--- src/rtl/pipe_mux_tree.sv ---
// ----------------------------------------------------------------------------
// pipe_mux_tree
//   Pipelined NUM_IN:1 word multiplexer built as a radix-4 tree. Each tree
//   level is one register stage, so a request takes LEVELS cycles from
//   acceptance to out_valid. A valid/ready handshake with backpressure runs
//   through the stages. The select that produced each result is echoed back,
//   and out-of-range selects are flagged and return zero.
//
// Ports
//   clk        rising-edge clock
//   reset_n    asynchronous active-low reset
//   in_valid   request present
//   in_ready   request can be accepted this cycle
//   in_sel     channel index (SEL_W bits)
//   in_data    flattened inputs, channel k at [k*WIDTH +: WIDTH]
//   out_valid  result present
//   out_ready  consumer accepts the result this cycle
//   out_data   selected word (0 when out_err)
//   out_sel    select value that produced out_data
//   out_err    select was >= NUM_IN
// ----------------------------------------------------------------------------
module pipe_mux_tree #(
    parameter int  WIDTH  = 32,
    parameter int  NUM_IN = 16,
    localparam int SEL_W  = (NUM_IN > 1) ? $clog2(NUM_IN) : 1,
    localparam int LEVELS = (NUM_IN > 4) ? ($clog2(NUM_IN) + 1) / 2 : 1
) (
    input  logic                    clk,
    input  logic                    reset_n,
    input  logic                    in_valid,
    output logic                    in_ready,
    input  logic [SEL_W-1:0]        in_sel,
    input  logic [NUM_IN*WIDTH-1:0] in_data,
    output logic                    out_valid,
    input  logic                    out_ready,
    output logic [WIDTH-1:0]        out_data,
    output logic [SEL_W-1:0]        out_sel,
    output logic                    out_err
);

    localparam int SELP_W = 2 * LEVELS;

    logic [LEVELS-1:0] w_vld;
    logic [LEVELS-1:0] w_adv;

    // Two select bits consumed by tree level lvl, from the zero-padded select.
    function automatic logic [1:0] sel_digit(input logic [SEL_W-1:0] sel, input int lvl);
        logic [SELP_W-1:0] sel_pad;
        sel_pad = SELP_W'(sel);
        return 2'(sel_pad >> (2 * lvl));
    endfunction

    function automatic logic is_err(input logic [SEL_W-1:0] sel);
        return (32'(sel) >= 32'(NUM_IN));
    endfunction

    for (genvar gi = 0; gi < LEVELS; gi++) begin : g_lvl
        localparam int CNT = 4 ** (LEVELS - 1 - gi);

        logic             r_vld;
        logic [SEL_W-1:0] r_sel;
        logic             r_err;
        logic [WIDTH-1:0] r_word [CNT];

        logic             w_up_vld;
        logic [SEL_W-1:0] w_up_sel;
        logic             w_up_err;
        logic [WIDTH-1:0] w_src [4*CNT];
        logic [WIDTH-1:0] w_nxt [CNT];
        logic [1:0]       w_dig;

        // Stage boundary: level 0 reads the ports, later levels read the
        // previous level's registers.
        if (gi == 0) begin : g_src
            assign w_up_vld = in_valid;
            assign w_up_sel = in_sel;
            assign w_up_err = is_err(in_sel);
            // Channels beyond NUM_IN read as zero, which also makes an
            // out-of-range select return zero data.
            for (genvar k = 0; k < 4*CNT; k++) begin : g_ch
                if (k < NUM_IN) begin : g_real
                    assign w_src[k] = in_data[k*WIDTH +: WIDTH];
                end else begin : g_pad
                    assign w_src[k] = '0;
                end
            end
        end else begin : g_src
            assign w_up_vld = g_lvl[gi-1].r_vld;
            assign w_up_sel = g_lvl[gi-1].r_sel;
            assign w_up_err = g_lvl[gi-1].r_err;
            for (genvar k = 0; k < 4*CNT; k++) begin : g_ch
                assign w_src[k] = g_lvl[gi-1].r_word[k];
            end
        end

        assign w_dig = sel_digit(w_up_sel, gi);

        for (genvar j = 0; j < CNT; j++) begin : g_mux
            assign w_nxt[j] = (w_dig == 2'd0) ? w_src[4*j]     :
                              (w_dig == 2'd1) ? w_src[4*j + 1] :
                              (w_dig == 2'd2) ? w_src[4*j + 2] :
                                                w_src[4*j + 3];
        end

        // A level may load when any level from here to the output is empty,
        // or when the consumer takes the result this cycle.
        assign w_vld[gi] = r_vld;
        assign w_adv[gi] = out_ready | ~(&w_vld[LEVELS-1:gi]);

        always_ff @(posedge clk or negedge reset_n) begin
            if (!reset_n) begin
                r_vld <= 1'b0;
                r_sel <= '0;
                r_err <= 1'b0;
            end else if (w_adv[gi]) begin
                r_vld <= w_up_vld;
                if (w_up_vld) begin
                    r_sel <= w_up_sel;
                    r_err <= w_up_err;
                end
            end
        end

        // Only the output level needs its data cleared by reset.
        if (gi == LEVELS - 1) begin : g_data
            always_ff @(posedge clk or negedge reset_n) begin
                if (!reset_n) begin
                    r_word <= '{default: '0};
                end else if (w_adv[gi] && w_up_vld) begin
                    r_word <= w_nxt;
                end
            end
        end else begin : g_data
            always_ff @(posedge clk) begin
                if (w_adv[gi] && w_up_vld) begin
                    r_word <= w_nxt;
                end
            end
        end
    end

    assign in_ready  = w_adv[0];
    assign out_valid = w_vld[LEVELS-1];
    assign out_data  = g_lvl[LEVELS-1].r_word[0];
    assign out_sel   = g_lvl[LEVELS-1].r_sel;
    assign out_err   = g_lvl[LEVELS-1].r_err;

endmodule

--- config.mk ---
export PLATFORM = sky130hd
export DESIGN_NAME = pipe_mux_tree
export DESIGN_NICKNAME = d
export VERILOG_FILES = /design/src/rtl/pipe_mux_tree.sv
export SDC_FILE = /design/constraint.sdc
export NUM_CORES = 1
export LEC_CHECK = 0
export BUFFER_PORTS_ARGS = -buffer_cell sky130_fd_sc_hd__buf_2
export CAP_MARGIN = 15
export CORE_AREA = 4 4 218 220
export DETAILED_ROUTE_END_ITERATION = 8
export DIE_AREA = 0 0 222 224
export HOLD_SLACK_MARGIN = 0.02
export PLACE_DENSITY_LB_ADDON = 0.25
export SYNTH_ARGS = -nofsm -noshare
export SYNTH_HDL_FRONTEND = slang
export SYNTH_SLANG_ARGS = --single-unit
--- constraint.sdc ---
create_clock -name clk -period 4.5 [get_ports clk]
set_clock_uncertainty 0.05 [all_clocks]
set_input_delay 0.675 -clock clk [delete_from_list [all_inputs] [get_ports clk]]
set_output_delay 0.675 -clock clk [all_outputs]
set_load 0.01 [all_outputs]
# Yosys cells after proc, flatten, opt, wreduce, memory -nomap -nowiden
# Index checks and enable logic that the tools add are counted.
# word_totals
ff_bits,170
in_bits,520
output_inout_bits,39
wordCells,39
# classes
n_eq_ne,4
muxes,15
bitwise,4
n_reduce_logical,7
# op_table
cell,n
2-to-1 mux 32 bit,15
AND reduction 2 bit,3
"== test 2 x 1 -> 1 bit, second input constant",2
"== test 2 bit, second input constant",2
zero test 2 bit,2
logical AND 1 bit,2
NOT 1 bit,2
OR 1 bit,2

# Depth between registers and ports, before layout
# Gate-level depths: netlist (run 1).
# depth
depth_word,4
ltp_mapped,5
depth_no_buf,3

# Worst setup path after synthesis (run 1)
# Ideal clock, no wire load.
# synth_timing
path_kind,input-to-reg
start,input port out_ready
end,register g_lvl[0].r_word[0] (netlist bit) (enable)
setup_ns,0.480
arrival_time_ns,3.499
t_required_ns,3.970
path_slack_ns,0.471
path_stages,3
n_path_buf,0
cell_sequence,nand3b_1 nand2_1 inv_1
# synth_via
elab_chain_len,2
# synth_rtl
element,line_no,rtl
from (decl),35,"input logic out_ready,"
OR 1 bit,108,assign w_adv[gi] = out_ready | ~(&w_vld[LEVELS-1:gi]);
logical AND 1 bit,135,if (w_adv[gi] && w_up_vld) begin
to (signal assigned),136,r_word <= w_nxt;
to (decl),63,logic [WIDTH-1:0] r_word [CNT];
# No other way between the ends.
# A chain may end at the register's enable or synchronous reset.

# Final worst setup path (run 1)
# layout_timing
start,"register g_lvl[1].r_vld, in the netlist out_valid"
end,register g_lvl[0].r_word[24] (netlist bit) (enable)
# layout_via
elab_chain_len,4
# layout_rtl
element,line_no,rtl
from (decl),60,logic r_vld;
from (signal assigned),116,r_vld <= w_up_vld;
AND reduction 2 bit,108,
NOT 1 bit,108,
OR 1 bit,108,
logical AND 1 bit,135,
# No other way between the ends.

==> results.cfg, run 1 <==
[synthesis]
synth_xor_area_share_pct = 0
synthArstFlopShare_pct = 24.7
ys_types = 18
synth.most_common_cell = mux4_2
synth-simple-area-share_pct = 0.393
synth_top_cell_by_area = edfxtp_1
syn_inst = 419
synth.area.mux_share_pct = 44.0
synth_edf_count = 128
ys_top_cells_by_count = 156 x mux4_2, 128 x edfxtp_1, 42 x dfrtp_1
synth_top_area_share_pct = 41.6
synth_area_mm2 = 0.00924
synth_top_family_by_area = multiplexers
yosysWarnings = 0
synthFlopType = edfxtp_1
synthAdderAreaFrac_pct = 0
syn_nets = 939
netlist_top_cells_area = edfxtp_1 42%, mux4_2 38%, dfrtp_1 11%
syn_area_per_cell_um2 = 22.1
synth_seq_cells = 170
ys_seq_area_share_pct = 53.0
synth_compound_area_share_pct = 0

[global_route]
grt_start_max_net_pins = 75
antenna_found_initial = 6
track_usage_pct = 13.9
first_global_vias = 7607
grt_overflow_total = 0
grt_pass1_wl_um = 50300

[sta]
fin_crit_sh_pct = 50.3
setup_viol_count_final = 0
fin_tns_setup_ns = 0
worst_slew_pin_slew_ns = 1.01
min_period_ns = 2.26
grt_setup_unrepaired = no
max_freq_mhz = 442
drv_slew = 0
slew_headroom_pct = 32.4
final_hold_viol_count = 0

[layout]
layout.nets = 1481
final_util_pct = 29.4
final_layout_size_suffix_gt1_share_pct = 81.3
area_delta_synth_final_pct = 44.2
fillers = 4578

[route]
wl_um = 35500
postRouteAntennaNets = 0
viasPerCell = 4.37
drtIter0Drc = 338
drt_first_pass_iters = 4
via_count = 6887
route.detailed.wl_per_inst_um = 22.5
remaining_drc_errors = 0

[placement]
place.gp.congestion = 0.838
dp_hpwl_um = 28200
io_buffers = 557

[floorplan]
dieWidth_um = 222
die-area_mm2 = 0.0497
initial_core_util_pct = 20.4
die_h_um = 224
num_rows = 78
core_mm2 = 0.0453
io_pins = 559

[power_and_ir_drop]
peakVddDrop_mv = 0.241
power.leakage_nw = 5.49
total_power_w = 0.00474
p_per_area_mw_per_mm2 = 356

[hold_path]
worstHoldPathType = in -> async

[clock_network]
cts_max_path_buffers = 2
path_clk_slew_ns = 0.07
ctsRootBufferMaster = clkbuf_16
cts_hold_buf = 0
cts_tree = done
cts-buffers-inserted = 17
cts_resized = 0
cts_setup_buffers = 0
clock-sinks = 170
clk_latency_ns = 0.46
ctsHtreeMaxLevel = 4

[critical_path]
start_kind = flop
crit_fanout = 74
crit_type = reg -> reg
arrival_ns = 2.33
worstPathRequired_ns = 4.56
endpoint_kind = flop

[status]
outcome = completed

[flow_run]
cap_violations = 0
power by group:
| part | switching [W] | leakage (nW) | internal, W | total, W |
|---|---|---|---|---|
| clock | 0.000624 | 0.301 | 0.000989 | 0.00161 |
| combinational | 0.000436 | 3.47 | 0.000613 | 0.00105 |
| sequential | 0.000136 | 1.72 | 0.00194 | 0.00208 |
sequential cells by signal, indices dropped and copies added (netlist names):
signal,count
out_valid,1
out_data,32
g_lvl.r_word,128
out_sel,4
g_lvl.r_vld,1
g_lvl.r_sel,4
cell families (layout without fill, tap and decap cells):
| family | Yosys count | after routing |
|---|---|---|
| simple gates | 6 | 6 |
| flops | 170 | 170 |
| buf+inv | 42 | 597 |
| mux | 200 | 200 |
| other cells | 1 | 3 |
layout make-up:
type / count / area, um^2 / area share, %
flip-flops and latches: 170 / 4900 / 36.8
multi-input cells: 207 / 4110 / 30.9
repair buffers: 564 / 2920 / 21.9
well taps: 600 / 751 / 5.63
clock buffers: 26 / 499 / 3.75
clock inverters: 6 / 135 / 1.01
inverters: 1 / 8.76 / 0.0657
diodes: 2 / 5.00 / 0.0376
metrics by stage:
step / hold WS (ns) / cells / worst slack (ns) / cell area, um^2
floorplan: 0.329 / 419 / 0.471 / 9240
global placement: 0.435 / 1541 / 1.87 / 12700
detailed placement: 0.438 / 1541 / 1.88 / 12700
CTS: 0.300 / 1573 / 2.19 / 13300
global route: 0.322 / 1576 / 2.08 / 13300
finish: 0.283 / 1576 / 2.24 / 13300
placed cells by master, fill, tap and decap left out, types with 2 or more instances in the layout:
| cell type | count |
|---|---|
| buf_4 | 2 |
| dfrtp_1 | 40 |
| diode_2 | 2 |
| bufinv_16 | 4 |
| mux4_2 | 156 |
| mux2_2 | 40 |
| mux4_1 | 4 |
| clkbuf_1 | 5 |
| clkbuf_8 | 5 |
| buf_12 | 5 |
| clkbuf_16 | 17 |
| clkinvlp_4 | 2 |
| edfxtp_1 | 128 |
| buf_2 | 555 |
| dfrtp_2 | 2 |
critical path, cell delays in order, from the launching register on:
cell	delay, ns
dfrtp_1	0.40
nand3b_1	0.16
nand2_1	0.23
inv_6	0.53
buf_12	0.37
metal layers:
metal	share of wire (%)	track usage, %	up-vias	wire [um]
met1	39	16.7	3567	13700
met4	1.7	4.20	8	602
met2	53	24.4	306	18800
met5	0.13	0	-	46
met3	6.7	3.87	33	2360
li1	-	-	2973	-
path summary, 6_finish.rpt:
path,start,to,slack [ns],cells past startpoint
max,out_valid,g_lvl[0].r_word[24],2.24,4
min,reset_n,out_data[25],0.28,2
max reg2reg,out_valid,g_lvl[0].r_word[24],2.24,4
min reg2reg,out_data[12],out_data[12],0.45,1
max in group asynchronous,reset_n,g_lvl[0].r_sel[2],3.60,2
min in group clk,in_valid,g_lvl[0].r_vld,0.39,2
(Power assumes the default switching activity.)
==> run 2, diff against run 1 <==
Clock period 4.5 ns to 2.3 ns, I/O delays scaled along.
==> run 2 against run 1 <==
  * Worst hold slack worse by 0.10 ns
  * Global-route usage is 0.17 points higher
  * Utilization up 0.36 points
  * Final area rose by 1.2%
  * Clock power increased by 78%
  * Worst setup slack got worse by 1.7 ns
  * Final cell count grew 1.1%
  * Combinational power increased by 100%
  * Wire length down 0.50%
  * Largest cell class unchanged
==> results.cfg, run 2 (synthesis gave the netlist of run 1 again) <==
[route]
dr_wl_met2_um = 18800
met3_length_um = 2450
wl_um = 35300
highest_layer = met5
m1WireLength_um = 13300
viasPerCell = 4.31
via_count = 6867
route.detailed.wl_per_inst_um = 22.1
drtIter0Drc = 392
postRouteAntennaNets = 0
drt_first_pass_iters = 4
remaining_drc_errors = 0

[clock_network]
ctsHtreeMaxLevel = 4
path_clk_slew_ns = 0.07
cts_resized = 0
ctsRootBufferMaster = clkbuf_16
cts_tree = done
cts-buffers-inserted = 17
cts_max_path_buffers = 2
clk_latency_ns = 0.48
clock-sinks = 170

[sta]
min_period_ns = 1.74
final_hold_viol_count = 0
fin_crit_sh_pct = 75.5
fin_tns_setup_ns = 0
grt_setup_unrepaired = no
max_freq_mhz = 576
slew_headroom_pct = 55.3
drv_slew = 0
worst_slew_pin_slew_ns = 0.671
setup_viol_count_final = 0

[floorplan]
dieWidth_um = 222
io_pins = 559
core_mm2 = 0.0453
initial_core_util_pct = 20.4
die_h_um = 224
die-area_mm2 = 0.0497
num_rows = 78

[critical_path]
arrival_ns = 2.04
reg2reg_slack_ns = 0.56
crit_type = reg -> reg
slowest_stage = dfrtp_2
crit_path_max_incr_delay_ns = 0.71
critical_path.top_delay_family = flip-flops
r2r_cells = 3
worstPathRequired_ns = 2.61
crit_fanout = 20
path_cells = buf_12 > mux4_2 > mux2_2
regToRegStartpoint = g_lvl[0].r_sel[3]
path_buf_inv = 1
worst_r2r_endpoint = out_data[10]
endpoint_kind = flop
start_kind = flop

[placement]
dp_hpwl_um = 28600
io_buffers = 557
place.gp.congestion = 0.809

[layout]
layout.nets = 1500
area_delta_synth_final_pct = 45.9
final_util_pct = 29.8
final_cell_mix = 555 x buf_2, 156 x mux4_2, 128 x edfxtp_1
fillers = 4522
final_layout_size_suffix_gt1_share_pct = 81.5
largest_register_ffs = 128
regMostFlops = g_lvl.r_word
final_common_cell = buf_2

[global_route]
grt_overflow_total = 0
first_global_vias = 7765
grt_start_max_net_pins = 67
grt_pass1_wl_um = 50400
antenna_found_initial = 3
track_usage_pct = 14.1

[flow_run]
cap_violations = 0

[power_and_ir_drop]
peakVddDrop_mv = 0.563
power.leakage_nw = 5.58
p_per_area_mw_per_mm2 = 668

[hold_path]
worstHoldPathType = in -> reg
hold_end = g_lvl[0].r_vld
holdPathStages = 3
hold_start = out_ready

[status]
outcome = completed
-- run 2: power breakdown --
part           switching (W)  internal [W]  total [W]
Clock                0.00128       0.00158    0.00286
Combinational       0.000902       0.00125    0.00215
Sequential          0.000210       0.00379    0.00400
Total                0.00239       0.00662    0.00901
-- run 2: cell type report --
cell class                      count  area [um^2]  area share [%]
Antenna cell                        1         2.50          0.0186
Clock buffer                       19          433            3.21
Clock inverter                     13          126           0.937
Inverter                            1         7.51          0.0557
Multi-Input combinational cell    207         4110            30.5
Sequential cell                   170         4900            36.3
Tap cell                          600          751            5.57
Timing Repair Buffer              583         3160            23.4
-- run 2: how the worst max path moves through the flow --
stage	slack, ns	from	endpoint	depth (start not counted)
finish	0.56	g_lvl[0].r_sel[3]	out_data[10]	3
global route	0.46	g_lvl[0].r_sel[3]	out_data[9]	3
CTS	0.50	g_lvl[0].r_sel[3]	out_data[5]	3
detailed placement	0.42	in_sel[0]	g_lvl[0].r_word[58]	3
global placement	0.45	in_sel[0]	g_lvl[0].r_word[33]	3
floorplan	-0.80	out_ready	g_lvl[0].r_word[0]	3
-- run 2: what timing repair did --
item / 4_1_cts / 5_1_grt
hold buffers: 4 / 0
hold endpoints to repair: 24 / 0
buffers inserted: 0 / 0
-- run 2: layer usage --
metal	track usage [%]	vias to the layer above
li1	-	3010
met1	16.2	3519
met2	24.7	301
met3	4.53	35
met4	4.90	2
met5	0	-
-- run 2: metrics by stage --
stage	cell area, um^2	hold WS, ns	power [W]	std cells	setup slack [ns]
floorplan	9250	-0.000591	0.00517	419	-0.798
global placement	12900	0.367	0.00625	1557	0.446
detailed placement	12900	0.371	0.00628	1557	0.421
CTS	13500	0.121	0.00924	1593	0.502
global route	13500	0.159	0.00949	1593	0.459
finish	13500	0.179	0.00901	1594	0.564
-- run 2: worst register-to-register path: cells and delay by family, from the launching register on --
kind	cells	cell delay, ns
buffers and inverters	1	0.26
DFF	1	0.71
muxes	2	0.61
